==> src/rtl/uart_pkg.sv <==
// Shared UART definitions, used by uart_tx and the planned uart_rx.
//   uart_tx_state_t   : transmitter FSM states
//   UART_DATA_BITS    : payload bits per frame
//   UART_FRAME_BITS   : start + data + stop
//   UART_CLKS_PER_BIT : default oversampling (clocks per serial bit)
package uart_pkg;
  typedef enum logic [1:0] {IDLE, START, DATA, STOP} uart_tx_state_t;

  localparam int UART_DATA_BITS    = 8;
  localparam int UART_FRAME_BITS   = 10;
  localparam int UART_CLKS_PER_BIT = 16;
endpackage

==> src/rtl/uart_tx_if.sv <==
// Byte handshake between the I/O memory bridge and the UART transmitter.
//   data_in  : byte to send
//   tx_start : data_in valid this cycle
//   tx_ready : transmitter can take a byte this cycle
// master = byte producer, slave = uart_tx.
interface uart_tx_if;
  import uart_pkg::*;

  logic [UART_DATA_BITS-1:0] data_in;
  logic                      tx_start;
  logic                      tx_ready;

  modport master (output data_in, tx_start, input tx_ready);
  modport slave  (input data_in, tx_start, output tx_ready);
endinterface

==> src/rtl/uart_tx_fifo.sv <==
// Synchronous FIFO, power-of-2 depth.
//   clk, rst     : clock, synchronous active-high reset
//   push / wdata : write request and data (ignored when full)
//   pop  / rdata : read request (ignored when empty); rdata is the head, combinational
//   count        : occupancy, 0..DEPTH
//   full, empty  : occupancy flags
module uart_tx_fifo #(
  parameter int WIDTH = 8,
  parameter int DEPTH = 4,
  localparam int AW   = $clog2(DEPTH)
) (
  input  logic             clk,
  input  logic             rst,
  input  logic             push,
  input  logic             pop,
  input  logic [WIDTH-1:0] wdata,
  output logic [WIDTH-1:0] rdata,
  output logic [AW:0]      count,
  output logic             full,
  output logic             empty
);
  logic [WIDTH-1:0] mem_q [DEPTH];
  logic [AW-1:0]    wr_q, rd_q;
  logic [AW:0]      count_q;
  logic             push_ok, pop_ok;

  assign full    = (count_q == (AW+1)'(DEPTH));
  assign empty   = (count_q == '0);
  // A full FIFO refuses a push even if a pop frees a slot in the same cycle.
  assign push_ok = push && !full;
  assign pop_ok  = pop && !empty;
  assign rdata   = mem_q[rd_q];
  assign count   = count_q;

  always_ff @(posedge clk) begin
    if (push_ok) mem_q[wr_q] <= wdata;
  end

  always_ff @(posedge clk) begin
    if (rst) begin
      wr_q    <= '0;
      rd_q    <= '0;
      count_q <= '0;
    end else begin
      if (push_ok) wr_q <= wr_q + AW'(1);
      if (pop_ok)  rd_q <= rd_q + AW'(1);
      count_q <= count_q + (AW+1)'(push_ok) - (AW+1)'(pop_ok);
    end
  end
endmodule

==> src/rtl/uart_tx.sv <==
// 8N1 UART transmitter with input byte FIFO.
//   clk, rst   : clock, synchronous active-high reset
//   bus        : byte handshake (data_in / tx_start / tx_ready)
//   tx         : serial line, idles high, registered
//   tx_busy    : frame in progress
//   tx_done    : one-cycle pulse on the last cycle of each stop bit
//   fifo_count : bytes waiting in the FIFO
module uart_tx
  import uart_pkg::*;
#(
  parameter int CLKS_PER_BIT = UART_CLKS_PER_BIT,
  parameter int FIFO_DEPTH   = 4
) (
  input  logic                        clk,
  input  logic                        rst,
  uart_tx_if.slave                    bus,
  output logic                        tx,
  output logic                        tx_busy,
  output logic                        tx_done,
  output logic [$clog2(FIFO_DEPTH):0] fifo_count
);
  localparam int            BW          = $clog2(CLKS_PER_BIT);
  localparam logic [BW-1:0] BAUD_RELOAD = BW'(CLKS_PER_BIT - 1);

  uart_tx_state_t            state_q;
  logic [BW-1:0]             baud_q;
  logic [2:0]                bit_idx_q;
  logic [UART_DATA_BITS-1:0] shift_q;
  logic                      tx_q, done_q;

  logic [UART_DATA_BITS-1:0] head;
  logic                      fifo_full, fifo_empty, pop, baud_zero;

  assign baud_zero = (baud_q == '0);
  // Pop from IDLE, or at the end of a stop bit so the next start bit follows with no gap.
  assign pop = !fifo_empty && (state_q == IDLE || (state_q == STOP && baud_zero));

  assign bus.tx_ready = !fifo_full;

  uart_tx_fifo #(.WIDTH(UART_DATA_BITS), .DEPTH(FIFO_DEPTH)) u_fifo (
    .clk   (clk),
    .rst   (rst),
    .push  (bus.tx_start),
    .pop   (pop),
    .wdata (bus.data_in),
    .rdata (head),
    .count (fifo_count),
    .full  (fifo_full),
    .empty (fifo_empty)
  );

  always_ff @(posedge clk) begin
    if (rst) begin
      state_q   <= IDLE;
      baud_q    <= '0;
      bit_idx_q <= '0;
      shift_q   <= '0;
      tx_q      <= 1'b1;
      done_q    <= 1'b0;
    end else begin
      // Set one cycle early so the registered pulse lands on the final stop cycle.
      done_q <= (state_q == STOP) && (baud_q == BW'(1));
      case (state_q)
        IDLE: begin
          tx_q <= 1'b1;
          if (pop) begin
            shift_q   <= head;
            bit_idx_q <= '0;
            baud_q    <= BAUD_RELOAD;
            tx_q      <= 1'b0;
            state_q   <= START;
          end
        end
        START: begin
          if (baud_zero) begin
            baud_q  <= BAUD_RELOAD;
            tx_q    <= shift_q[0];
            state_q <= DATA;
          end else begin
            baud_q <= baud_q - BW'(1);
          end
        end
        DATA: begin
          if (baud_zero) begin
            baud_q <= BAUD_RELOAD;
            if (bit_idx_q == 3'd7) begin
              bit_idx_q <= '0;
              tx_q      <= 1'b1;
              state_q   <= STOP;
            end else begin
              // Line takes the next bit, which is shift_q[1] before the shift lands.
              shift_q   <= shift_q >> 1;
              bit_idx_q <= bit_idx_q + 3'd1;
              tx_q      <= shift_q[1];
            end
          end else begin
            baud_q <= baud_q - BW'(1);
          end
        end
        STOP: begin
          if (baud_zero) begin
            if (pop) begin
              shift_q   <= head;
              bit_idx_q <= '0;
              baud_q    <= BAUD_RELOAD;
              tx_q      <= 1'b0;
              state_q   <= START;
            end else begin
              state_q <= IDLE;
            end
          end else begin
            baud_q <= baud_q - BW'(1);
          end
        end
        default: state_q <= IDLE;
      endcase
    end
  end

  assign tx      = tx_q;
  assign tx_done = done_q;
  assign tx_busy = (state_q != IDLE);
endmodule
==> src/flat_wrapper.sv <==
// flat-port wrapper written by rule: the top's interface ports become plain ports
module uart_tx_flat import uart_pkg::*;
#(
  parameter int CLKS_PER_BIT = UART_CLKS_PER_BIT,
  parameter int FIFO_DEPTH   = 4
)
  (clk, rst, tx, tx_busy, tx_done, fifo_count, bus_data_in, bus_tx_start, bus_tx_ready);
  uart_tx_if bus_i ();
  input  logic clk;
  input  logic rst;
  output logic tx;
  output logic tx_busy;
  output logic tx_done;
  output logic [$clog2(FIFO_DEPTH):0] fifo_count;
  input wire logic [$bits(bus_i.data_in)-1:0] bus_data_in;
  input wire logic [$bits(bus_i.tx_start)-1:0] bus_tx_start;
  output wire logic [$bits(bus_i.tx_ready)-1:0] bus_tx_ready;
  assign bus_i.data_in = bus_data_in;
  assign bus_i.tx_start = bus_tx_start;
  assign bus_tx_ready = bus_i.tx_ready;
  uart_tx #(.CLKS_PER_BIT(CLKS_PER_BIT), .FIFO_DEPTH(FIFO_DEPTH)) u_core (.clk(clk), .rst(rst), .bus(bus_i), .tx(tx), .tx_busy(tx_busy), .tx_done(tx_done), .fifo_count(fifo_count));
endmodule
==> config.mk <==
export PLATFORM = sky130hd
export DESIGN_NAME = uart_tx_flat
export DESIGN_NICKNAME = d
export VERILOG_FILES = /design/src/rtl/uart_pkg.sv /design/src/rtl/uart_tx_if.sv /design/src/rtl/uart_tx_fifo.sv /design/src/rtl/uart_tx.sv /design/src/flat_wrapper.sv
export SDC_FILE = /design/constraint.sdc
export NUM_CORES = 1
export LEC_CHECK = 0
export ABC_AREA = 1
export CORE_MARGIN = 2
export CORE_UTILIZATION = 63
export DETAILED_ROUTE_END_ITERATION = 8
export GPL_TIMING_DRIVEN = 0
export HOLD_SLACK_MARGIN = 0.02
export PLACE_DENSITY = 0.93
export SKIP_LAST_GASP = 1
export SLEW_MARGIN = 0
export SYNTH_ARGS = -nofsm -noshare
export SYNTH_HDL_FRONTEND = slang
export SYNTH_SLANG_ARGS = --single-unit
==> constraint.sdc <==
create_clock -name clk -period 5.7 [get_ports clk]
set_input_delay 0.855 -clock clk [delete_from_list [all_inputs] [get_ports clk]]
set_output_delay 0.855 -clock clk [all_outputs]
set_load 0.02 [all_outputs]
==> out/qor_table.md, run 1 <==
| Step | Parameter | This run |
|:---|:---|:---|
| critical path | Top fanout value on the critical path | 6 |
| layout | Filler instances | 273 |
| layout | Area growth from synthesis to layout | 15.6% |
| synth | Compound-cell area share of the yosys netlist | 10.4% |
| power | Leakage dissipation | 1.40 nW |
| sta | Normalized max-slew margin | 40.7% |
| worst hold path | Worst hold-check path type | reg -> reg |
| cts | Clock sink total | 60 |
| power | Total power divided by cell area | 546 nW/um^2 |
| cts | TritonCTS Buffers | 9 |
| critical path | Required time of the critical path | 4.85 ns |
| drt | Detailed-routed wire length on met2 | 3.17 mm |
| cts | Clock transition time at the flip-flop clock pins of the worst setup and hold paths | 0.07 ns |
| placement | Post-DP HPWL | 3.80 mm |
| cts | Root Buffer | sky130_fd_sc_hd__clkbuf_8 |
| layout | Ratio of cells with drive above 1 in the final layout | 9.86% |
| critical path | Kind of critical path | reg -> out |
| layout | NumNets Final | 368 |
| cts | Htree depth | 3 |
| synth | Largest family of logic cells by synthesized area | simple AND/OR/NAND/NOR gates |
| critical path | Worst-case register-to-register setup slack | 3.27 ns |
| drt | Routed metal-1 wirelength | 2.27 mm |
| critical path | Signal arrival time at the worst endpoint | 1.86 ns |
| cts | Buffer count from post-CTS setup fixing | 0 |
| drt | Final wirelength | 5.95 mm |
| floorplanning | Die width | 70.9 um |
| critical path | Worst setup path startpoint | u_core.state_q[0]$_SDFFE_PP0P_ |
| global routing | Largest net degree at the start of global routing | 12 |
| synth | Basic-gate share of the synthesized area counting and, or, nand and nor cells | 19.9% |
| critical path | R2R Path Start | u_core.state_q[0]$_SDFFE_PP0P_ |
| drt | Mean routed wirelength per cell | 15.0 um |
| floorplanning | Area enclosed by the die boundary | 5030 sq um |
| job | Reported max-cap violation count | 0 |
| sta | Hold Violations, Final | 0 |
| synth | Top_reg_cell synth | sky130_fd_sc_hd__edfxtp_1 |
| critical path | Element type at the critical path start | flop |
| synth | Unique cell type count in the Yosys netlist | 30 |
| sta | Fin. max-slew vios | 0 |
| placement | Port bufs | 16 |
| layout | Final core utilization | 75.4% |
| floorplanning | Initial core utilization | 65.2% |
| drt | Highest routed layer | met4 |
| critical path | Worst r2r path cells | 14 |
| sta | Peak clock frequency supported by timing | 368 MHz |
| floorplanning | Top-level I/O count | 18 |
| cts | Resized cells post-CTS | 0 |
| synth | Number of warnings printed during yosys synthesis | 0 |
| sta | Time the final worst path needs with I/O delays and setup | 2.72 ns |
| sta | Setup TNS | 0 ns |
| outcome | Outcome | completed |
| global routing | GRT overflow | 0 |
| synth | Area share of xor/xnor cells in the synthesized design | 0.932% |
| drt | Total via count in the routed design | 2195 |
| synth | Count of flip-flops with a built-in enable after synthesis | 32 |
| synth | Share of synthesized cell area in full adder, half adder and majority cells | 7.81% |
| synth | Share of Yosys cell area claimed by the top area cell type | 34.1% |
| sta | Fraction of the cycle the final worst path needs | 47.7% |
| synth | Gate count after technology mapping | 313 |
| drt | Met3 layer wire length in the routed design | 416 um |
| synth | Sequential-to-total area share from yosys stat | 54.0% |
| synth | Multiplexer fraction of the synthesized cell area | 0% |
| drt | Via density per instance | 5.53 |
| layout | Antenna cells | 0 |
| placement | Final weighted congestion of routability-driven global placement | 0.803 |
| synth | Yosys top cell by area | sky130_fd_sc_hd__edfxtp_1 |
| drt | Total DRC errors in the routed layout | 0 |
| sta | RSZ-0062 raised after global routing | no |
| cts | Insertion delay of the later-clocked pin in the worst-skew pair | 0.34 ns |
| synth | Most area-consuming cells after synthesis | sky130_fd_sc_hd__edfxtp_1 (34%), sky130_fd_sc_hd__dfxtp_1 (20%), sky130_fd_sc_hd__ha_1 (7.1%) |
| sta | Post-route clock skew | 0.00878 ns |
| cts | Number of buffers on the longest clock path | 2 |
| floorplanning | Count of standard-cell rows | 24 |
| critical path | Timing endpoint of the critical path | tx_busy |
| global routing | Wire length of the first global-routing pass | 9.80 mm |
| synth | Register bit total from synthesis | 60 |
| power | Maximum resistive drop on vdd | 0.431 mV |
| synth | FFs w/ async S/R, synth | 0% |
| sta | Transition time of the tightest slew-check pin | 0.886 ns |
| drt | Number of detailed-route iterations in the first pass | 5 |
| power | Total power draw | 1.78 mW |
| sta | Final setup violation count | 0 |
| global routing | Combined global-route utilization of all metal layers | 25.9% |
| drt | Number of routed nets with antenna violations | 0 |
| synth | Syn Std Cell Area | 2820 sq um |
| drt | Drt initial violations | 283 |
| critical path | Crit path capture type | output port |
| synth | Syn nets | 341 |
| critical path | Destination of the worst register-to-register timing path | u_core.u_fifo.count[2]$_SDFF_PP0_ |
| cts | Clock tree from TritonCTS | yes |
| floorplanning | Total core area | 4320 sq um |
| global routing | Initial antenna violation count | 0 |
| synth | Synthesized area per cell | 9.01 sq um |
| global routing | Number of global-route vias before repair | 2190 |
| floorplanning | Overall die height | 70.9 um |
| cts | Number of buffers added to fix hold violations after cts | 0 |
-- worst max-delay path, stage by stage (launching register included) --
cell and delay, ns:
sky130_fd_sc_hd__dfxtp_1 0.44, sky130_fd_sc_hd__inv_1 0.13, sky130_fd_sc_hd__ha_1 0.22, sky130_fd_sc_hd__inv_1 0.12
sky130_fd_sc_hd__clkdlybuf4s50_1 0.62
-- layout by cell type (no fill, tap or decap), types with 3 or more instances in the layout --
master / instances
sky130_fd_sc_hd__o21ai_0: 30
sky130_fd_sc_hd__nand3_1: 13
sky130_fd_sc_hd__buf_2: 5
sky130_fd_sc_hd__nand2_2: 5
sky130_fd_sc_hd__ha_1: 16
sky130_fd_sc_hd__edfxtp_1: 32
sky130_fd_sc_hd__clkinvlp_4: 3
sky130_fd_sc_hd__clkdlybuf4s50_1: 16
sky130_fd_sc_hd__inv_1: 37
sky130_fd_sc_hd__nand2_1: 53
sky130_fd_sc_hd__clkbuf_8: 9
sky130_fd_sc_hd__nor2_1: 51
sky130_fd_sc_hd__a21oi_1: 20
sky130_fd_sc_hd__dfxtp_1: 28
-- metrics by stage --
step | std cells | setup slack, ns | hold WS [ns] | area (sq um)
2_1_floorplan | 313 | 3.45 | 0.439 | 2820
3_3_place_gp | 381 | 2.98 | 0.441 | 3040
3_5_place_dp | 381 | 2.93 | 0.453 | 3040
4_1_cts | 397 | 2.98 | 0.468 | 3260
5_1_grt | 397 | 2.89 | 0.505 | 3260
6_report | 397 | 2.98 | 0.465 | 3260
-- state kept, by name, indices dropped and copies added (netlist names), named ones only --
register and count:
u_core.u_fifo.mem_q 32, u_core.shift_q 8, u_core.baud_q 4, u_core.bit_idx_q 3, u_core.u_fifo.count 3, u_core.state_q 2
u_core.u_fifo.rd_q 2, u_core.u_fifo.wr_q 2, u_core.tx 1, u_core.tx_done 1
-- cell usage after synthesis (2+ instances only) --
cell	n
sky130_fd_sc_hd__a21oi_1	20
sky130_fd_sc_hd__xor2_1	2
sky130_fd_sc_hd__nand2_1	53
sky130_fd_sc_hd__inv_2	2
sky130_fd_sc_hd__nor2_1	51
sky130_fd_sc_hd__nand2_4	2
sky130_fd_sc_hd__nand2_2	5
sky130_fd_sc_hd__nand3_1	13
sky130_fd_sc_hd__ha_1	16
sky130_fd_sc_hd__dfxtp_1	28
sky130_fd_sc_hd__inv_1	37
sky130_fd_sc_hd__o21ai_0	30
sky130_fd_sc_hd__edfxtp_1	32
sky130_fd_sc_hd__nor3_1	2
sky130_fd_sc_hd__buf_2	5
-- where the power goes --
| part | leakage, nW | internal [mW] | switching, mW | total [mW] |
|---|---|---|---|---|
| Clock | 0.0989 | 0.244 | 0.180 | 0.423 |
| Sequential | 0.524 | 0.545 | 0.0539 | 0.599 |
| Combinational | 0.777 | 0.269 | 0.488 | 0.756 |
-- kinds of logic after synthesis --
kind of cell / after synthesis
AOI/OAI and AO/OA: 55
and+or+nand+nor: 130
DFF: 60
buffers and inverters: 48
xor gates and xnor gates: 3
adders and majority gates: 17
-- worst min-delay path by stage --
| stage | start | to | slack, ns | cells after the start |
|---|---|---|---|---|
| floorplan | u_core.shift_q[7]$_SDFFE_PP0P_ | u_core.shift_q[7]$_SDFFE_PP0P_ | 0.44 | 2 |
| finish | u_core.tx$_SDFFE_PP1P_ | u_core.tx$_SDFFE_PP1P_ | 0.47 | 2 |
| global route | u_core.bit_idx_q[1]$_SDFFE_PP0P_ | u_core.bit_idx_q[1]$_SDFFE_PP0P_ | 0.51 | 2 |
| CTS | u_core.tx$_SDFFE_PP1P_ | u_core.tx$_SDFFE_PP1P_ | 0.47 | 2 |
| detailed placement | u_core.tx$_SDFFE_PP1P_ | u_core.tx$_SDFFE_PP1P_ | 0.45 | 2 |
| global placement | u_core.tx$_SDFFE_PP1P_ | u_core.tx$_SDFFE_PP1P_ | 0.44 | 2 |
-- area by class of cell --
cell class	count	area [sq um]	share of cell area (%)
Sequential cell	60	1520	46.7
Multi-Input combinational cell	205	1100	33.7
Timing Repair Buffer	16	160	4.91
Inverter	40	150	4.61
Clock buffer	9	124	3.80
Clock inverter	7	91.3	2.80
Tap cell	52	65.1	2.00
Buffer	8	47.5	1.46
-- routing by layer --
layer / track usage, % / up-vias
met4: 12.6 / 0
met3: 5.56 / 10
met1: 30.9 / 1028
li1: - / 1070
met5: 0 / -
met2: 44.4 / 87
No activity file was read; power rests on OpenSTA's default activity.
==> inputs of run 2 (changes only) <==
--- a/config.mk
+++ b/config.mk
@@ -7,11 +7,11 @@
 export LEC_CHECK = 0
 export ABC_AREA = 1
 export CORE_MARGIN = 2
-export CORE_UTILIZATION = 63
+export CORE_UTILIZATION = 53
 export DETAILED_ROUTE_END_ITERATION = 8
 export GPL_TIMING_DRIVEN = 0
 export HOLD_SLACK_MARGIN = 0.02
-export PLACE_DENSITY = 0.93
+export PLACE_DENSITY = 0.84
 export SKIP_LAST_GASP = 1
 export SLEW_MARGIN = 0
 export SYNTH_ARGS = -nofsm -noshare
==> constraint.sdc (replaced) <==
create_clock -name clk -period 2.4 [get_ports clk]
set_input_delay 0.36 -clock clk [delete_from_list [all_inputs] [get_ports clk]]
set_output_delay 0.36 -clock clk [all_outputs]
set_load 0.02 [all_outputs]
==> run 2 against run 1 <==
Wire length shrank 11%. Total power up 120%. Worst hold slack lost 0.12 ns. Clock skew about the same. Register-to-register slack lost 3.1 ns. Clock power grew 78%. First-iteration DRC count shrank 55%. Critical path type is now reg -> reg. Largest power group unchanged. Highest routed layer unchanged.
==> out/qor_table.md, run 2 (synthesis gave the netlist of run 1 again) <==
| Step | Parameter | This run |
|:---|:---|:---|
| outcome | Outcome | completed |
| global routing | Combined global-route utilization of all metal layers | 19.7% |
| power | Leakage dissipation | 1.40 nW |
| floorplanning | Initial core utilization | 55.2% |
| global routing | Met2 layer usage reported by global route | 33.1% |
| power | Portion of total power attributed to the clock network | 18.8% |
| drt | Total DRC errors in the routed layout | 0 |
| global routing | GRT overflow | 0 |
| placement | Port bufs | 16 |
| global routing | Number of global-route vias before repair | 2011 |
| power | Internal cell power | 2.37 mW |
| floorplanning | Count of standard-cell rows | 26 |
| global routing | GRT Max-Usage Layer | met2 |
| floorplanning | Overall die height | 76.9 um |
| sta | Normalized max-slew margin | 44.9% |
| critical path | Kind of critical path | reg -> reg |
| drt | Number of routed nets with antenna violations | 0 |
| cts | Clock tree from TritonCTS | yes |
| cts | Htree depth | 3 |
| floorplanning | Die width | 76.9 um |
| critical path | Cell with the largest stage delay on the worst path | sky130_fd_sc_hd__fa_2 |
| power | Total power divided by cell area | 1220 nW/um^2 |
| cts | Insertion delay of the later-clocked pin in the worst-skew pair | 0.34 ns |
| floorplanning | Top-level I/O count | 18 |
| sta | Post-route clock skew | 0.00870 ns |
| sta | Transition time of the tightest slew-check pin | 0.824 ns |
| placement | Final weighted congestion of routability-driven global placement | 0.867 |
| global routing | Global-route met1 utilization | 22.1% |
| critical path | Signal arrival time at the worst endpoint | 2.45 ns |
| global routing | Met3 Usage GRT | 6.59% |
| sta | Fin. max-slew vios | 0 |
| global routing | Largest net degree at the start of global routing | 12 |
| layout | Number of flip-flops in the largest register | 32 |
| worst hold path | Worst hold-check path type | in -> reg |
| power | Fraction of power spent switching nets | 40.7% |
| sta | Setup TNS | 0 ns |
| critical path | Critical path's top delay family | adder cells |
| critical path | Top fanout value on the critical path | 8 |
| layout | Most flop-heavy register | u_core.u_fifo.mem_q |
| drt | Mean routed wirelength per cell | 12.7 um |
| cts | TritonCTS Buffers | 9 |
| layout | Antenna cells | 0 |
| sta | Fraction of the cycle the final worst path needs | 92.7% |
| cts | Root Buffer | sky130_fd_sc_hd__clkbuf_8 |
| layout | NumNets Final | 372 |
| global routing | Initial antenna violation count | 0 |
| layout | Area growth from synthesis to layout | 15.9% |
| drt | Final wirelength | 5.30 mm |
| sta | Final setup violation count | 0 |
| sta | Peak clock frequency supported by timing | 450 MHz |
| sta | Hold Violations, Final | 0 |
| drt | Total via count in the routed design | 2099 |
| power | Share of total power in sequential cells | 35.5% |
| critical path | Cell-by-cell trace of the critical path | ha_1 > clkbuf_4 > nand3_1 > nand2_2 > nand2_4 > inv_2 > ha_1 > inv_1 > ha_1 > inv_1 > fa_2 > nor2_1 |
| critical path | Crit path capture type | flop |
| placement | Post-DP HPWL | 3.61 mm |
| drt | Via density per instance | 5.01 |
| critical path | Cell seen most often among critical-path stages | sky130_fd_sc_hd__ha_1 |
| layout | Leading cell types in the layout, fill and taps excluded | sky130_fd_sc_hd__nand2_1 (53), sky130_fd_sc_hd__nor2_1 (51), sky130_fd_sc_hd__inv_1 (34) |
| critical path | Buffer and inverter count on the worst path | 4 |
| layout | Largest registers | u_core.u_fifo.mem_q x32, u_core.shift_q x8, u_core.baud_q x4 |
| critical path | Max incr delay on CP | 0.51 ns |
| cts | Number of buffers on the longest clock path | 2 |
| critical path | Required time of the critical path | 2.62 ns |
| drt | Number of detailed-route iterations in the first pass | 4 |
| power | Maximum resistive drop on vdd | 0.930 mV |
| cts | Clock sink total | 60 |
| floorplanning | Total core area | 5110 sq um |
| floorplanning | Area enclosed by the die boundary | 5920 sq um |
| global routing | Wire length of the first global-routing pass | 8.83 mm |
| sta | Time the final worst path needs with I/O delays and setup | 2.22 ns |
| layout | Ratio of cells with drive above 1 in the final layout | 12.6% |
| power | Relative contribution of combinational cells to total power | 45.7% |
| drt | Drt initial violations | 128 |
| cts | Clock transition time at the flip-flop clock pins of the worst setup and hold paths | 0.07 ns |
| critical path | Element type at the critical path start | flop |
| layout | Most frequent standard cell in the layout excluding fill and tap cells | sky130_fd_sc_hd__nand2_1 |
| job | Reported max-cap violation count | 0 |
| power | Net switching component of the power | 1.63 mW |
| sta | Tightest hold margin | 0.349 ns |
[run 2: through the flow]
step	instances	power [mW]	cell area (sq um)	setup WS [ns]	utilization, %
floorplan	313	2.73	2820	0.150	-
global placement	399	3.09	3070	0.115	60.0
detailed placement	399	3.17	3070	0.0644	60.0
CTS	415	3.93	3230	0.0379	63.2
global route	419	4.37	3270	-0.0231	64.0
finish	419	4.00	3270	0.176	64.0
[run 2: final timing paths]
check	depth (start not counted)	start	slack [ns]	end
max	12	u_core.state_q[0]$_SDFFE_PP0P_	0.18	u_core.u_fifo.count[1]$_SDFF_PP0_
min	2	rst	0.35	u_core.u_fifo.count[1]$_SDFF_PP0_
max reg2reg	12	u_core.state_q[0]$_SDFFE_PP0P_	0.18	u_core.u_fifo.count[1]$_SDFF_PP0_
min reg2reg	2	u_core.tx$_SDFFE_PP1P_	0.46	u_core.tx$_SDFFE_PP1P_
[run 2: worst register-to-register path: stages, from the launching register on]
cell	delay (ns)
sky130_fd_sc_hd__dfxtp_4	0.36
sky130_fd_sc_hd__ha_1	0.19
sky130_fd_sc_hd__clkbuf_4	0.17
sky130_fd_sc_hd__nand3_1	0.10
sky130_fd_sc_hd__nand2_2	0.07
sky130_fd_sc_hd__nand2_4	0.11
sky130_fd_sc_hd__inv_2	0.06
sky130_fd_sc_hd__ha_1	0.26
sky130_fd_sc_hd__inv_1	0.05
sky130_fd_sc_hd__ha_1	0.13
sky130_fd_sc_hd__inv_1	0.06
sky130_fd_sc_hd__fa_2	0.51
sky130_fd_sc_hd__nor2_1	0.04
[run 2: area by class of cell]
type                            count  area [sq um]
Buffer                              8          50.0
Clock buffer                       11           131
Clock inverter                      5          27.5
Fill cell                         439          1840
Inverter                           40           150
Multi-Input combinational cell    205          1100
Sequential cell                    60          1530
Tap cell                           70          87.6
Timing Repair Buffer               20           190
[run 2: metal layers]
layer,wire [um],part of all wire (%),vias up
met1,2230,42,969
met2,2790,53,39
met4,89,1.7,0
met5,0,0,-
li1,-,-,1082
met3,194,3.7,9
[run 2: power by group through the flow]
| stage | clock network, mW | logic [mW] | registers [mW] |
|---|---|---|---|
| 2_1_floorplan | 0 | 1.29 | 1.44 |
| 3_3_place_gp | 0 | 1.67 | 1.43 |
| 3_5_place_dp | 0 | 1.73 | 1.43 |
| 4_1_cts | 0.771 | 1.75 | 1.41 |
| 5_1_grt | 0.818 | 2.11 | 1.44 |
| 6_report | 0.751 | 1.83 | 1.42 |
[run 2: repair_timing]
item	4_1_cts	5_1_grt
buffers inserted	0	4
resized for setup	0	9
endpoints found under the setup margin	0	2
hold buffers	0	0
endpoints found under the hold margin	0	0
==> inputs of run 3 (changes only) <==
--- a/config.mk
+++ b/config.mk
@@ -13,7 +13,6 @@
 export HOLD_SLACK_MARGIN = 0.02
 export PLACE_DENSITY = 0.84
 export SKIP_LAST_GASP = 1
-export SLEW_MARGIN = 0
 export SYNTH_ARGS = -nofsm -noshare
 export SYNTH_HDL_FRONTEND = slang
 export SYNTH_SLANG_ARGS = --single-unit
==> results of run 3 <==
No change in the layout: final DEF, timing and power equal those of run 2.
